File: config.mk
export PLATFORM = sky130hd
export DESIGN_NAME = mem_sp_ram_ctrl
export DESIGN_NICKNAME = d
export VERILOG_FILES = /design/src/rtl/mem_pkg.sv /design/src/rtl/mem_sp_ram_core.sv /design/src/rtl/mem_sp_ram_ctrl.sv
export SDC_FILE = /design/constraint.sdc
export NUM_CORES = 2
export LEC_CHECK = 0
export ABC_AREA = 0
export CORE_MARGIN = 3
export CORE_UTILIZATION = 55
export CTS_BUF_LIST = sky130_fd_sc_hd__clkbuf_8
export DETAILED_ROUTE_END_ITERATION = 8
export PLACE_DENSITY = 0.75
export SETUP_SLACK_MARGIN = 0.1
export SYNTH_ARGS = -nofsm -noshare
export SYNTH_HDL_FRONTEND = slang
export SYNTH_SLANG_ARGS = --single-unit
File: constraint.sdc
create_clock -name mem_clk -period 2.9 [get_ports mem_clk]
set_input_delay 0.29 -clock mem_clk [delete_from_list [all_inputs] [get_ports mem_clk]]
set_output_delay 0.29 -clock mem_clk [all_outputs]
set_load 0.05 [all_outputs]
File: src/rtl/mem_pkg.sv
// Shared definitions for the single-port RAM controller: FSM encoding and
// read-latency constants.
package mem_pkg;

    typedef enum logic {
        ST_CLEAR = 1'b0,
        ST_READY = 1'b1
    } mem_state_e;

    localparam int RD_LAT_BASE = 1;

    function automatic int rd_lat(input int out_reg);
        return RD_LAT_BASE + out_reg;
    endfunction

endpackage

File: src/rtl/mem_sp_ram_core.sv
// Byte-enabled single-port array with a registered read address, written so
// that synthesis maps it onto block RAM.
module mem_sp_ram_core #(
    parameter int DATA_W = 32,
    parameter int ADDR_W = 6,
    parameter int DEPTH  = 64
) (
    input  logic                clk,
    input  logic                we,
    input  logic [DATA_W/8-1:0] be,
    input  logic [ADDR_W-1:0]   addr,
    input  logic [DATA_W-1:0]   din,
    output logic [DATA_W-1:0]   dout
);

    localparam int NB = DATA_W / 8;

    logic [DATA_W-1:0] ram [DEPTH];
    logic [ADDR_W-1:0] addr_p0;

    // Stage p0: array write and read-address capture
    always_ff @(posedge clk) begin
        if (we) begin
            for (int i = 0; i < NB; i++) begin
                if (be[i]) ram[addr][8*i +: 8] <= din[8*i +: 8];
            end
        end
        addr_p0 <= addr;
    end

    assign dout = ram[addr_p0];

endmodule

File: src/rtl/mem_sp_ram_ctrl.sv
// Request/valid front end for one memory bank: clear engine, address range
// check and read-valid pipeline around mem_sp_ram_core.
module mem_sp_ram_ctrl
    import mem_pkg::*;
#(
    parameter int DATA_W         = 32,
    parameter int ADDR_W         = 6,
    parameter int DEPTH          = 64,
    parameter int OUT_REG        = 0,
    parameter int CLEAR_ON_RESET = 1
) (
    input  logic                mem_clk,
    input  logic                mem_rst_n,
    input  logic                mc_req,
    input  logic                mc_we,
    input  logic [ADDR_W-1:0]   mc_address_mem,
    input  logic [DATA_W/8-1:0] mc_be,
    input  logic [DATA_W-1:0]   mem_data_in,
    input  logic                mc_clear,
    output logic                mem_ready,
    output logic                mem_rvalid,
    output logic [DATA_W-1:0]   mem_data_out,
    output logic                mem_init_done
);

    localparam int               NB      = DATA_W / 8;
    localparam int               RD_LAT  = rd_lat(OUT_REG);
    localparam logic [ADDR_W:0]  DEPTH_C = (ADDR_W+1)'(DEPTH);
    localparam logic [ADDR_W:0]  LAST_C  = (ADDR_W+1)'(DEPTH - 1);
    localparam mem_state_e       RST_ST  = (CLEAR_ON_RESET != 0) ? ST_CLEAR : ST_READY;

    mem_state_e        state, state_nxt;
    logic [ADDR_W:0]   cnt, cnt_nxt;
    logic              ready_q, init_done_q, init_done_nxt;
    logic              rd_acc, wr_acc, in_range;
    logic              core_we;
    logic [NB-1:0]     core_be;
    logic [ADDR_W-1:0] core_addr;
    logic [DATA_W-1:0] core_din, core_dout, rd_data_p1;
    logic              vld_p1, oor_p1;

    assign in_range = {1'b0, mc_address_mem} < DEPTH_C;
    assign wr_acc   = mc_req && mc_we && ready_q;
    assign rd_acc   = mc_req && !mc_we && ready_q;

    // The clear engine owns the array port while in CLEAR; otherwise the
    // requester drives it and out-of-range writes are suppressed.
    always_comb begin
        state_nxt     = state;
        cnt_nxt       = cnt;
        init_done_nxt = init_done_q;
        core_we       = 1'b0;
        core_be       = mc_be;
        core_addr     = mc_address_mem;
        core_din      = mem_data_in;
        case (state)
            ST_CLEAR: begin
                core_we   = 1'b1;
                core_be   = '1;
                core_addr = cnt[ADDR_W-1:0];
                core_din  = '0;
                if (cnt == LAST_C) begin
                    state_nxt     = ST_READY;
                    cnt_nxt       = '0;
                    init_done_nxt = 1'b1;
                end else begin
                    cnt_nxt = cnt + 1'b1;
                end
            end
            ST_READY: begin
                core_we       = wr_acc && in_range;
                init_done_nxt = 1'b1;
                if (mc_clear) state_nxt = ST_CLEAR;
            end
            default: state_nxt = ST_READY;
        endcase
    end

    always_ff @(posedge mem_clk or negedge mem_rst_n) begin
        if (!mem_rst_n) begin
            state       <= RST_ST;
            cnt         <= '0;
            ready_q     <= 1'b0;
            init_done_q <= 1'b0;
            vld_p1      <= 1'b0;
            oor_p1      <= 1'b0;
        end else begin
            state       <= state_nxt;
            cnt         <= cnt_nxt;
            ready_q     <= (state_nxt == ST_READY);
            init_done_q <= init_done_nxt;
            vld_p1      <= rd_acc;
            oor_p1      <= rd_acc && !in_range;
        end
    end

    mem_sp_ram_core #(
        .DATA_W (DATA_W),
        .ADDR_W (ADDR_W),
        .DEPTH  (DEPTH)
    ) u_core (
        .clk  (mem_clk),
        .we   (core_we),
        .be   (core_be),
        .addr (core_addr),
        .din  (core_din),
        .dout (core_dout)
    );

    // Stage p1: array output, forced to zero for out-of-range reads
    assign rd_data_p1 = oor_p1 ? '0 : core_dout;

    generate
        if (RD_LAT == 2) begin : g_oreg
            logic              vld_p2;
            logic [DATA_W-1:0] data_p2;

            // Stage p2: optional output register, also holds the last read
            always_ff @(posedge mem_clk or negedge mem_rst_n) begin
                if (!mem_rst_n) begin
                    vld_p2  <= 1'b0;
                    data_p2 <= '0;
                end else begin
                    vld_p2 <= vld_p1;
                    if (vld_p1) data_p2 <= rd_data_p1;
                end
            end

            assign mem_rvalid   = vld_p2;
            assign mem_data_out = data_p2;
        end else begin : g_direct
            logic [DATA_W-1:0] hold_p1;

            always_ff @(posedge mem_clk or negedge mem_rst_n) begin
                if (!mem_rst_n) hold_p1 <= '0;
                else if (vld_p1) hold_p1 <= rd_data_p1;
            end

            assign mem_rvalid   = vld_p1;
            assign mem_data_out = vld_p1 ? rd_data_p1 : hold_p1;
        end
    endgenerate

    assign mem_ready     = ready_q;
    assign mem_init_done = init_done_q;

endmodule
==> flow_summary.ini <==
[run_status]
status = finished with violations
violations = negative setup slack

[place]
numPortBuffers = 81
dp.final_hpwl_mm = 130
gp_congestion = 0.914
place_ws_ns = -0.141

[sta]
rsz0062_at_grt = yes
slew_viol_final = 0
whs_ns = 0.115
tightestPinTransition_ns = 0.967
setup-violations-final = 32
fmax_mhz = 254
min_period_ns = 3.94
hold_violations = 0
fin_skew_ns = 0.0494
min_period_over_period_pct = 136
worst_slack_ns = -1.04
slew-limit-headroom_pct = 35.5

[power_and_ir_drop]
peakVddDrop_uv = 798
power_mw = 93.2
power_density_nw_per_um2 = 928
leakagePower_nw = 34.8

[floorplan]
ios = 82
die-area_um2 = 152000
start_util_pct = 55.6
die_y_um = 390
rows = 140
core_um2 = 146000
die_x_um = 390

[detailed_routing]
drtIter0Drc = 6392
wl_per_cell_um = 29.8
drtPass1Iterations = 6
wl_mm = 218
ant_nets = 0
num_vias = 46400
drc = 0
vias_per_cell = 6.35

[synth]
yosys_warnings = 0
synth_edf_count = 2048
synth-async-reset-ratio_pct = 2.00
synth_nets = 4209
yosys-top-cells-count = 2048 x edfxtp_1, 390 x nor2_1, 352 x mux4_2
yosys.cell_types.count = 47
yosys.area.top_type = edfxtp_1
yosysSeqAreaShare_pct = 77.2
synth_ff_type = edfxtp_1
netlist.area_leader.share_pct = 75.8
syn_area_um2 = 81200
synth_area_leaders = edfxtp_1 76%, mux4_2 9.8%, mux2i_1 3.2%
synthCells = 4161
yosysMostFrequentCell = edfxtp_1
ys_ff_latch = 2096
syn_avg_cell_area_um2 = 19.5

[cts]
tritoncts = yes
cts_root_buf = clkbuf_8
h-tree-depth = 5
clk_pin_slew_ns = 0.06
worstSkewPairLatency_ns = 1.02
clock_sinks = 2096
cts_buffer_depth = 4
cts_made_buffers = 339

[cells_and_area]
drive_gt1_share_pct = 37.5
area_delta_synth_final_pct = 23.7
nets = 5206
fill_cells = 8531
utilization_pct = 68.8

[min_path]
min_path_cells = 2
hold_path.class = input pin to register
worstHoldStart = mc_address_mem[5]

[global_route]
antenna_found_initial = 7
grt.overflow.total = 0
grt_usage_pct = 28.0
grt_max_degree = 65
grt_pass1_vias = 46400
grt_pass1_wl_mm = 308

[worst_setup_path]
cp_max_fo = 16
path_class = register to output pin
r2r_end = g_direct.hold_p1[23]$_DFF_PN0_
rrSetupSlack_ns = 0.08
reg2reg_depth = 12
arrival_ns = 3.65
critPathCaptureType = output pin
required_ns = 2.61
startpoint_type = register

[run]
drv_cap = 0
-- power breakdown --
group | internal (mW) | switching (mW) | total [mW]
clock | 12.1 | 11.2 | 23.3
sequential | 35.4 | 0.658 | 36.1
combinational | 15.9 | 17.9 | 33.8
total | 63.4 | 29.7 | 93.2
-- repair_timing --
| item | CTS | global route |
|---|---|---|
| hold buffers | 5 | 0 |
| setup buffers | 93 | 52 |
| gates resized for setup | 359 | 229 |
| endpoints found under the setup margin | 37 | 874 |
| endpoints found under the hold margin | 44 | 0 |
| gates cloned | 24 | 8 |
| pin swaps | 103 | 104 |
-- worst max-delay path by stage --
stage	start	endpoint	slack, ns	depth (start not counted)
finish	register	mem_data_out[11]	-1.04	12
global route	register	mem_data_out[11]	-1.09	12
CTS	register	mem_data_out[28]	-0.95	13
detailed placement	register	mem_data_out[5]	-0.14	9
global placement	register	mem_data_out[5]	-0.16	8
floorplan	mem_ready$_DFF_PN0_	u_core.ram[10][0]$_DFFE_PP_	0.19	6
-- worst max-delay path, stage by stage, from the launching register on --
cell	delay, ns
dfxtp_4	0.41
buf_6	0.13
buf_12	0.10
buf_16	0.13
buf_16	0.17
mux2i_1	0.29
o22ai_1	0.18
nor4_1	0.34
o211ai_1	0.17
o32ai_2	0.27
buf_4	0.16
nand2_2	0.09
buf_6	0.17
-- cell type report --
type / count / area [µm²] / share of cell area (%)
Antenna cell: 2 / 5.00 / 0.00498
Clock buffer: 362 / 4980 / 4.96
Clock inverter: 215 / 1080 / 1.08
Inverter: 5 / 18.8 / 0.0187
Multi-Input combinational cell: 1824 / 19500 / 19.4
Sequential cell: 2096 / 62700 / 62.4
Tap cell: 1917 / 2400 / 2.39
Timing Repair Buffer: 892 / 9780 / 9.74
-- state kept, by name, summed over array words and instances, names as in the netlist, named ones only --
signal	cells
cnt	7
g_direct.hold_p1	32
mem_init_done	1
mem_ready	1
mem_rvalid	1
u_core.ram	2048
-- logic make-up (layout without fill, tap and decap cells) --
kind of cell,after synthesis,in the layout,synth area share (%)
adder cells (fa/ha/maj),1,1,0.0154
AO/OA/AOI/OAI,423,423,3.57
other,0,2,0
buffers and inverters,241,1474,1.48
flip-flops,2096,2096,77.2
XOR/XNOR,2,2,0.0216
AND/OR/NAND/NOR,750,750,4.22
multiplexers,648,648,13.5
-- per-layer routing --
metal,track usage [%],share of wire (%)
met5,0,0
met4,10.9,4.5
met3,7.16,12
met2,43.3,47
met1,38.7,37
-- cell usage in the layout, fill, tap and decap left out, drive strengths merged, types with 3 or more instances in the layout --
cell,synthesis,routed
dlygate4sd3,0,5
clkdlybuf4s50,0,46
a22oi,128,128
nor3,8,8
o211ai,32,32
a21oi,95,95
inv,5,119
nand4bb,3,3
mux4,352,352
o22ai,64,64
mux2,35,35
dfrtp,42,42
bufinv,0,8
dfxtp,6,6
buf,160,828
edfxtp,2048,2048
and2,33,33
nand2b,3,3
o21ai,3,3
clkbuf,76,370
nand3,10,10
o32ai,32,32
bufbuf,0,3
nor2b,103,103
nor4,63,63
nand4b,4,4
nor2,390,390
clkinv,0,87
clkinvlp,0,6
a211oi,64,64
nand2,125,125
mux2i,261,261
-- per-stage QoR --
| stage | cells | TNS, ns | instance area (µm²) |
|---|---|---|---|
| finish | 7313 | -29.12 | 100000 |
| global route | 7312 | -31.99 | 100000 |
| CTS | 7254 | -28.61 | 98700 |
| detailed placement | 6556 | -0.671 | 89400 |
| global placement | 6556 | -0.424 | 89400 |
| floorplan | 4161 | 0 | 81200 |
(Power assumes the default switching activity.)
